===== config.mk =====
export PLATFORM = sky130hd
export DESIGN_NAME = alu_muldiv
export DESIGN_NICKNAME = d
export VERILOG_FILES = /design/src/rtl/alu_muldiv.sv
export SDC_FILE = /design/constraint.sdc
export NUM_CORES = 1
export LEC_CHECK = 0
export ABC_CLOCK_PERIOD_IN_PS = 10050
export BUFFER_PORTS_ARGS = -buffer_cell sky130_fd_sc_hd__buf_4
export CAP_MARGIN = 10
export CELL_PAD_IN_SITES_DETAIL_PLACEMENT = 0
export CELL_PAD_IN_SITES_GLOBAL_PLACEMENT = 1
export CORE_UTILIZATION = 40
export DETAILED_ROUTE_END_ITERATION = 12
export MAX_ROUTING_LAYER = met4
export PLACE_DENSITY = 0.77
export SLEW_MARGIN = 20
export SYNTH_ARGS = -nofsm -noshare
export SYNTH_HDL_FRONTEND = slang
export SYNTH_SLANG_ARGS = --single-unit

===== constraint.sdc =====
create_clock -name clk -period 10.05 [get_ports clk]
set_input_delay 3.015 -clock clk [delete_from_list [all_inputs] [get_ports clk]]
set_output_delay 3.015 -clock clk [all_outputs]
set_load 0.1 [all_outputs]

===== src/rtl/alu_muldiv.sv =====
// Multi-cycle unsigned multiply/divide unit feeding the HI/LO registers.
// One result bit per cycle; busy stalls the pipeline until done pulses.
module alu_muldiv #(
  parameter int WIDTH = 32,
  parameter int CNT_W = 6
) (
  input  logic             clk,
  input  logic             rst,
  input  logic             start,
  input  logic [5:0]       ALUctrl,
  input  logic [WIDTH-1:0] a,
  input  logic [WIDTH-1:0] b,
  output logic             busy,
  output logic             done,
  output logic [WIDTH-1:0] hi,
  output logic [WIDTH-1:0] lo
);

  typedef enum logic [1:0] {IDLE, MUL, DIV, DONE} state_t;

  localparam logic [5:0]       OP_MUL = 6'h13;
  localparam logic [5:0]       OP_DIV = 6'h34;
  localparam logic [CNT_W-1:0] LAST   = CNT_W'(WIDTH-1);

  state_t             state, state_nx;
  logic [CNT_W-1:0]   count;
  // acc: {running high half, multiplier} for MUL; low half is the quotient for DIV
  logic [2*WIDTH-1:0] acc;
  logic [WIDTH-1:0]   opnd;
  logic [WIDTH-1:0]   rem;

  logic is_mul, is_div, div0, can_accept, accept, last;

  assign is_mul     = (ALUctrl == OP_MUL);
  assign is_div     = (ALUctrl == OP_DIV);
  assign div0       = is_div && (b == '0);
  assign can_accept = (state == IDLE) || (state == DONE);
  assign accept     = start && can_accept && (is_mul || is_div);
  assign last       = (count == LAST);

  // shift-add step: add multiplicand into the high half, shift right by one
  logic [WIDTH:0]     mul_sum;
  logic [2*WIDTH-1:0] mul_nx;
  assign mul_sum = {1'b0, acc[2*WIDTH-1:WIDTH]}
                 + (acc[0] ? {1'b0, opnd} : {(WIDTH+1){1'b0}});
  assign mul_nx  = {mul_sum, acc[WIDTH-1:1]};

  // restoring step: WIDTH+1-bit partial remainder against the divisor
  logic [WIDTH:0]   div_sh;
  logic             div_ge;
  logic [WIDTH-1:0] div_rem, div_q;
  assign div_sh  = {rem, acc[WIDTH-1]};
  assign div_ge  = (div_sh >= {1'b0, opnd});
  assign div_rem = div_ge ? WIDTH'(div_sh - {1'b0, opnd}) : div_sh[WIDTH-1:0];
  assign div_q   = {acc[WIDTH-2:0], div_ge};

  always_ff @(posedge clk) begin
    if (!rst) state <= IDLE;
    else      state <= state_nx;
  end

  always_comb begin
    state_nx = state;
    case (state)
      IDLE, DONE: begin
        if (accept)    state_nx = is_mul ? MUL : (div0 ? DONE : DIV);
        else           state_nx = IDLE;
      end
      MUL, DIV: if (last) state_nx = DONE;
      default:  state_nx = IDLE;
    endcase
  end

  always_comb begin
    busy = (state == MUL) || (state == DIV);
    done = (state == DONE);
  end

  always_ff @(posedge clk) begin
    if (!rst) begin
      count <= '0;
      acc   <= '0;
      opnd  <= '0;
      rem   <= '0;
      hi    <= '0;
      lo    <= '0;
    end else if (accept) begin
      count <= '0;
      rem   <= '0;
      if (is_mul) begin
        acc  <= {{WIDTH{1'b0}}, b};
        opnd <= a;
      end else begin
        acc  <= {{WIDTH{1'b0}}, a};
        opnd <= b;
        if (div0) begin
          hi <= a;
          lo <= '1;
        end
      end
    end else begin
      case (state)
        MUL: begin
          count <= count + CNT_W'(1);
          acc   <= mul_nx;
          if (last) begin
            hi <= mul_nx[2*WIDTH-1:WIDTH];
            lo <= mul_nx[WIDTH-1:0];
          end
        end
        DIV: begin
          count           <= count + CNT_W'(1);
          rem             <= div_rem;
          acc[WIDTH-1:0]  <= div_q;
          if (last) begin
            hi <= div_rem;
            lo <= div_q;
          end
        end
        default: ;
      endcase
    end
  end

endmodule


==> metrics.md <==
| Metric | Value |
|---|---|
| Met3 Usage GRT | `roughly 3.6%` |
| EDFF count, synth | `0` |
| Filler Cell Count | `3,197` |
| Antenna cells | `0` |
| Fmax achieved | `between 150 and 200 MHz` |
| Post-cts gate resize count | `0` |
| Remaining antenna violation count after routing | `0` |
| CP Cell Sequence | `buf_4 > nor2b_1 > nand4_1 > buf_4 > a21o_2 > o21a_2 > buf_4 > nor2_1 > a21oi_1 > o311ai_1 > a41oi_1` |
| Vias in the first global route | `~12,000` |
| Final Wtd Congestion | `0.9224` |
| Max-Cap Viols | `0` |
| Post-Synth XOR/XNOR Area | `4.074%` |
| Rel. slew slack | `32.91%` |
| Post-synth top flop | `dfxtp_1` |
| Final Hold Vio Count | `0` |
| Delay-heaviest family, CP | `compound AO/OA/AOI/OAI gates` |
| Via-to-Cell Ratio | `5.695` |
| IO Port Bufs | `138` |
| Mapped Cells | `1,685` |
| Sequential fraction of the synthesis area | `between 30% and 40%` |
| GR Util met1 | `37.02%` |
| WS Path Type | `in -> reg` |
| Total GRT Usage | `26.48%` |
| NumNets Final | `1,888` |
| Setup TNS Final | `0 ps` |
| Die Wd | `181.6 microns` |
| Mapped Nets | `1,828` |
| Tightest Pin Transition | `1006 ps` |
| Synth Area in Compound Gates | `28.18%` |
| Post-synth cell types | `72` |
| Post-Route WL | `between 40,000 and 50,000 microns` |
| Worst Path Buf+Inv | `3` |
| Crit-path slowest cell | `a21o_2` |
| Clk Latency, worst-skew pair | `around 460 ps` |
| Largest net degree at the start of global routing | `91` |
| Final HPWL DP | `between 30,000 and 40,000 microns` |
| Most frequent cell on the critical path | `buf_4` |
| Cell area after layout | `0.01474 sq mm` |
| Status | `completed` |
| CTS Buffer Depth | `2` |
| Fin. max-slew vios | `0` |
| First-pass GRT wire length | `66,260 microns` |
| H-tree depth | `4` |
| Global routing usage on met2 | `39.55%` |
| # Post-CTS Setup Buffers | `0` |
| Main combinational cell family by area after synthesis | `compound AO/OA/AOI/OAI gates` |
| CTS Hold Bufs | `0` |
| Die area | `roughly 0.033 sq mm` |
| Vias post-DR | `12,302` |
| Worst vdd ir | `around 0.00012 V` |
| Layout overhead on the synthesized area | `14.30%` |
| Fraction of registers with async set/reset | `0%` |
| Synth Area in Simple Gates | `19.73%` |
| TritonCTS buffer count | `17` |
| Clock-pin slew on the worst setup and hold paths | `80 ps` |
| Pwr dens | `about 120 mW/mm^2` |
| Post-Syn Area per Cell | `7.656 sq um` |
| Remaining DRCs | `0` |
| Post-detailed-route wirelength per cell | `between 15 and 20 microns` |
| CTS root buffer | `clkbuf_16` |
| CTS sink cnt | `200` |
| Initial antenna violation count | `0` |
| Worst Skew | `12.52 ps` |
| CTS tree | `yes` |
| Layout cells sized above 1 | `approximately 12%` |
| Iter 0 DRT Violations | `972` |
| Setup crit start kind | `primary input` |
| CP Data Required Time | `10,430 ps` |
| Final worst path period share | `59.81%` |
| Mux cell area share after synthesis | `roughly 5%` |
| Leakage | `6.397 nW` |
| Min cycle time layout | `6011 ps` |
| Warnings, synthesis | `0` |
| # setup viols final | `0` |
| CP max FO | `55` |
| I/O pin cnt | `139` |
| Synthesis-stage register bit count | `200` |
| Die Span Y | `around 180 microns` |
| Starting Density | `40.78%` |
| Final Util | `46.60%` |
| Busiest metal layer after global routing | `met2` |
| Critical Path End Type | `flop` |
| Critical Path Max Stage Delay | `about 800 ps` |
| CORE AREA | `0.03164 sq mm` |
| Hold Crit Class | `reg -> reg` |
| Crit path DAT | `roughly 6400 ps` |
| Mapped cell area | `0.01290 sq mm` |
| Congestion Overflow GR | `0` |
| Adder-Cell Fraction of Synth Area | `6.906%` |
| First drt pass iteration count | `6` |
| Placed cell areas | `0.01415 sq mm` |
| Rows | `65` |
| Unrepaired setup endpoints after global routing | `no` |
==> per-stage QoR <==
stage | worst slack [ps] | hold slack, ps | cells | power [mW]
floorplan | 5153 | 457.0 | 1685 | 0.9503
global placement | 3631 | 469.2 | 2128 | 1.023
detailed placement | 3596 | 475.2 | 2128 | 1.022
CTS | 4068 | 493.4 | 2160 | 1.732
global route | 3732 | 499.3 | 2160 | 1.780
finish | 4039 | 486.2 | 2160 | 1.718
==> worst paths after layout <==
| check | to | slack (ps) | cells past startpoint | from |
|---|---|---|---|---|
| worst max register to register | hi[23] | 5740 | 15 | acc[0] |
| worst max-delay path | hi[24] | 4040 | 11 | ALUctrl[4] |
| worst min register to register | hi[31] | 490 | 2 | hi[31] |
| worst min-delay path | hi[31] | 490 | 2 | hi[31] |
==> where the power goes <==
group	switching (mW)	internal, mW
clock	0.350	0.363
combinational	0.127	0.0751
sequential	0.00524	0.798
==> per-layer routing <==
layer  routed length (microns)  vias to the layer above  share of wire (%)
li1                          -                     6080                  -
met1                     20440                     5803                 48
met2                     18470                      370                 44
met3                      2401                       49                5.7
met4                       847                        0                2.0
met5                         0                        -                  0
==> placed cells by master, fill, tap and decap left out, types with 26 or more instances in the layout <==
cell type,Yosys,routed
mux2i_1,63,63
o211ai_1,43,43
nor2_1,217,217
a21oi_1,159,157
inv_1,56,56
o21a_1,72,71
dfxtp_1,200,200
xor2_1,26,26
nand3_1,35,35
o21ai_0,57,57
buf_4,0,155
xnor2_1,34,34
and2_1,37,37
a211oi_1,44,44
ha_1,68,66
o211a_1,40,40
nand2_1,217,216
==> sequential cells by signal (all words and copies together), names as in the netlist <==
| name | count |
|---|---|
| count | 6 |
| hi | 32 |
| opnd | 32 |
| lo | 32 |
| acc | 64 |
| state | 2 |
| rem | 32 |
==> logic make-up after synthesis <==
kind of cell / after synthesis
XOR/XNOR: 60
multiplexers: 64
adder cells (fa/ha/maj): 70
flip-flops: 200
AO/OA/AOI/OAI: 536
AND/OR/NAND/NOR: 585
buffers and inverters: 170
==> cell type report <==
cell class	count	area (sq um)	share of cell area, %
Timing Repair Buffer	155	1164	7.892
Sequential cell	200	4004	27.16
Multi-Input combinational cell	1315	8274	56.12
Inverter	56	210.2	1.426
Clock inverter	13	136.4	0.9250
Clock buffer	19	452.9	3.072
Tap cell	402	503.0	3.411
==> tightest hold or removal path: stages (launching register included) <==
cell     delay, ps
dfxtp_1        330
nand2_1         60
o41ai_1         50
==> cell usage after synthesis (all sizes together), types with 5 or more instances <==
| master | count | area, sq um |
|---|---|---|
| a21o | 20 | 150.1 |
| o211a | 40 | 400.4 |
| a21oi | 161 | 820.8 |
| xnor2 | 34 | 297.8 |
| a211o | 5 | 43.79 |
| nand2 | 217 | 814.5 |
| buf | 19 | 90.08 |
| or2 | 11 | 68.82 |
| and3 | 9 | 57.56 |
| clkbuf | 95 | 357.8 |
| xor2 | 26 | 227.7 |
| nor4 | 10 | 62.56 |
| nor2 | 217 | 814.5 |
| nand4 | 14 | 87.58 |
| o21a | 72 | 540.5 |
| o21ai | 78 | 394.1 |
| o211ai | 45 | 347.8 |
| and2 | 37 | 231.5 |
| nor3 | 6 | 30.03 |
| nand2b | 6 | 37.54 |
| ha | 68 | 850.8 |
| mux2i | 63 | 630.6 |
| dfxtp | 200 | 4004 |
| inv | 56 | 210.2 |
| and4 | 5 | 43.79 |
| nor2b | 12 | 75.07 |
| o21bai | 7 | 52.55 |
| a211oi | 47 | 367.9 |
| a31oi | 14 | 87.58 |
| o31ai | 5 | 37.54 |
| nand3 | 35 | 175.2 |
| a21boi | 6 | 45.04 |
(Power assumes the default switching activity.)
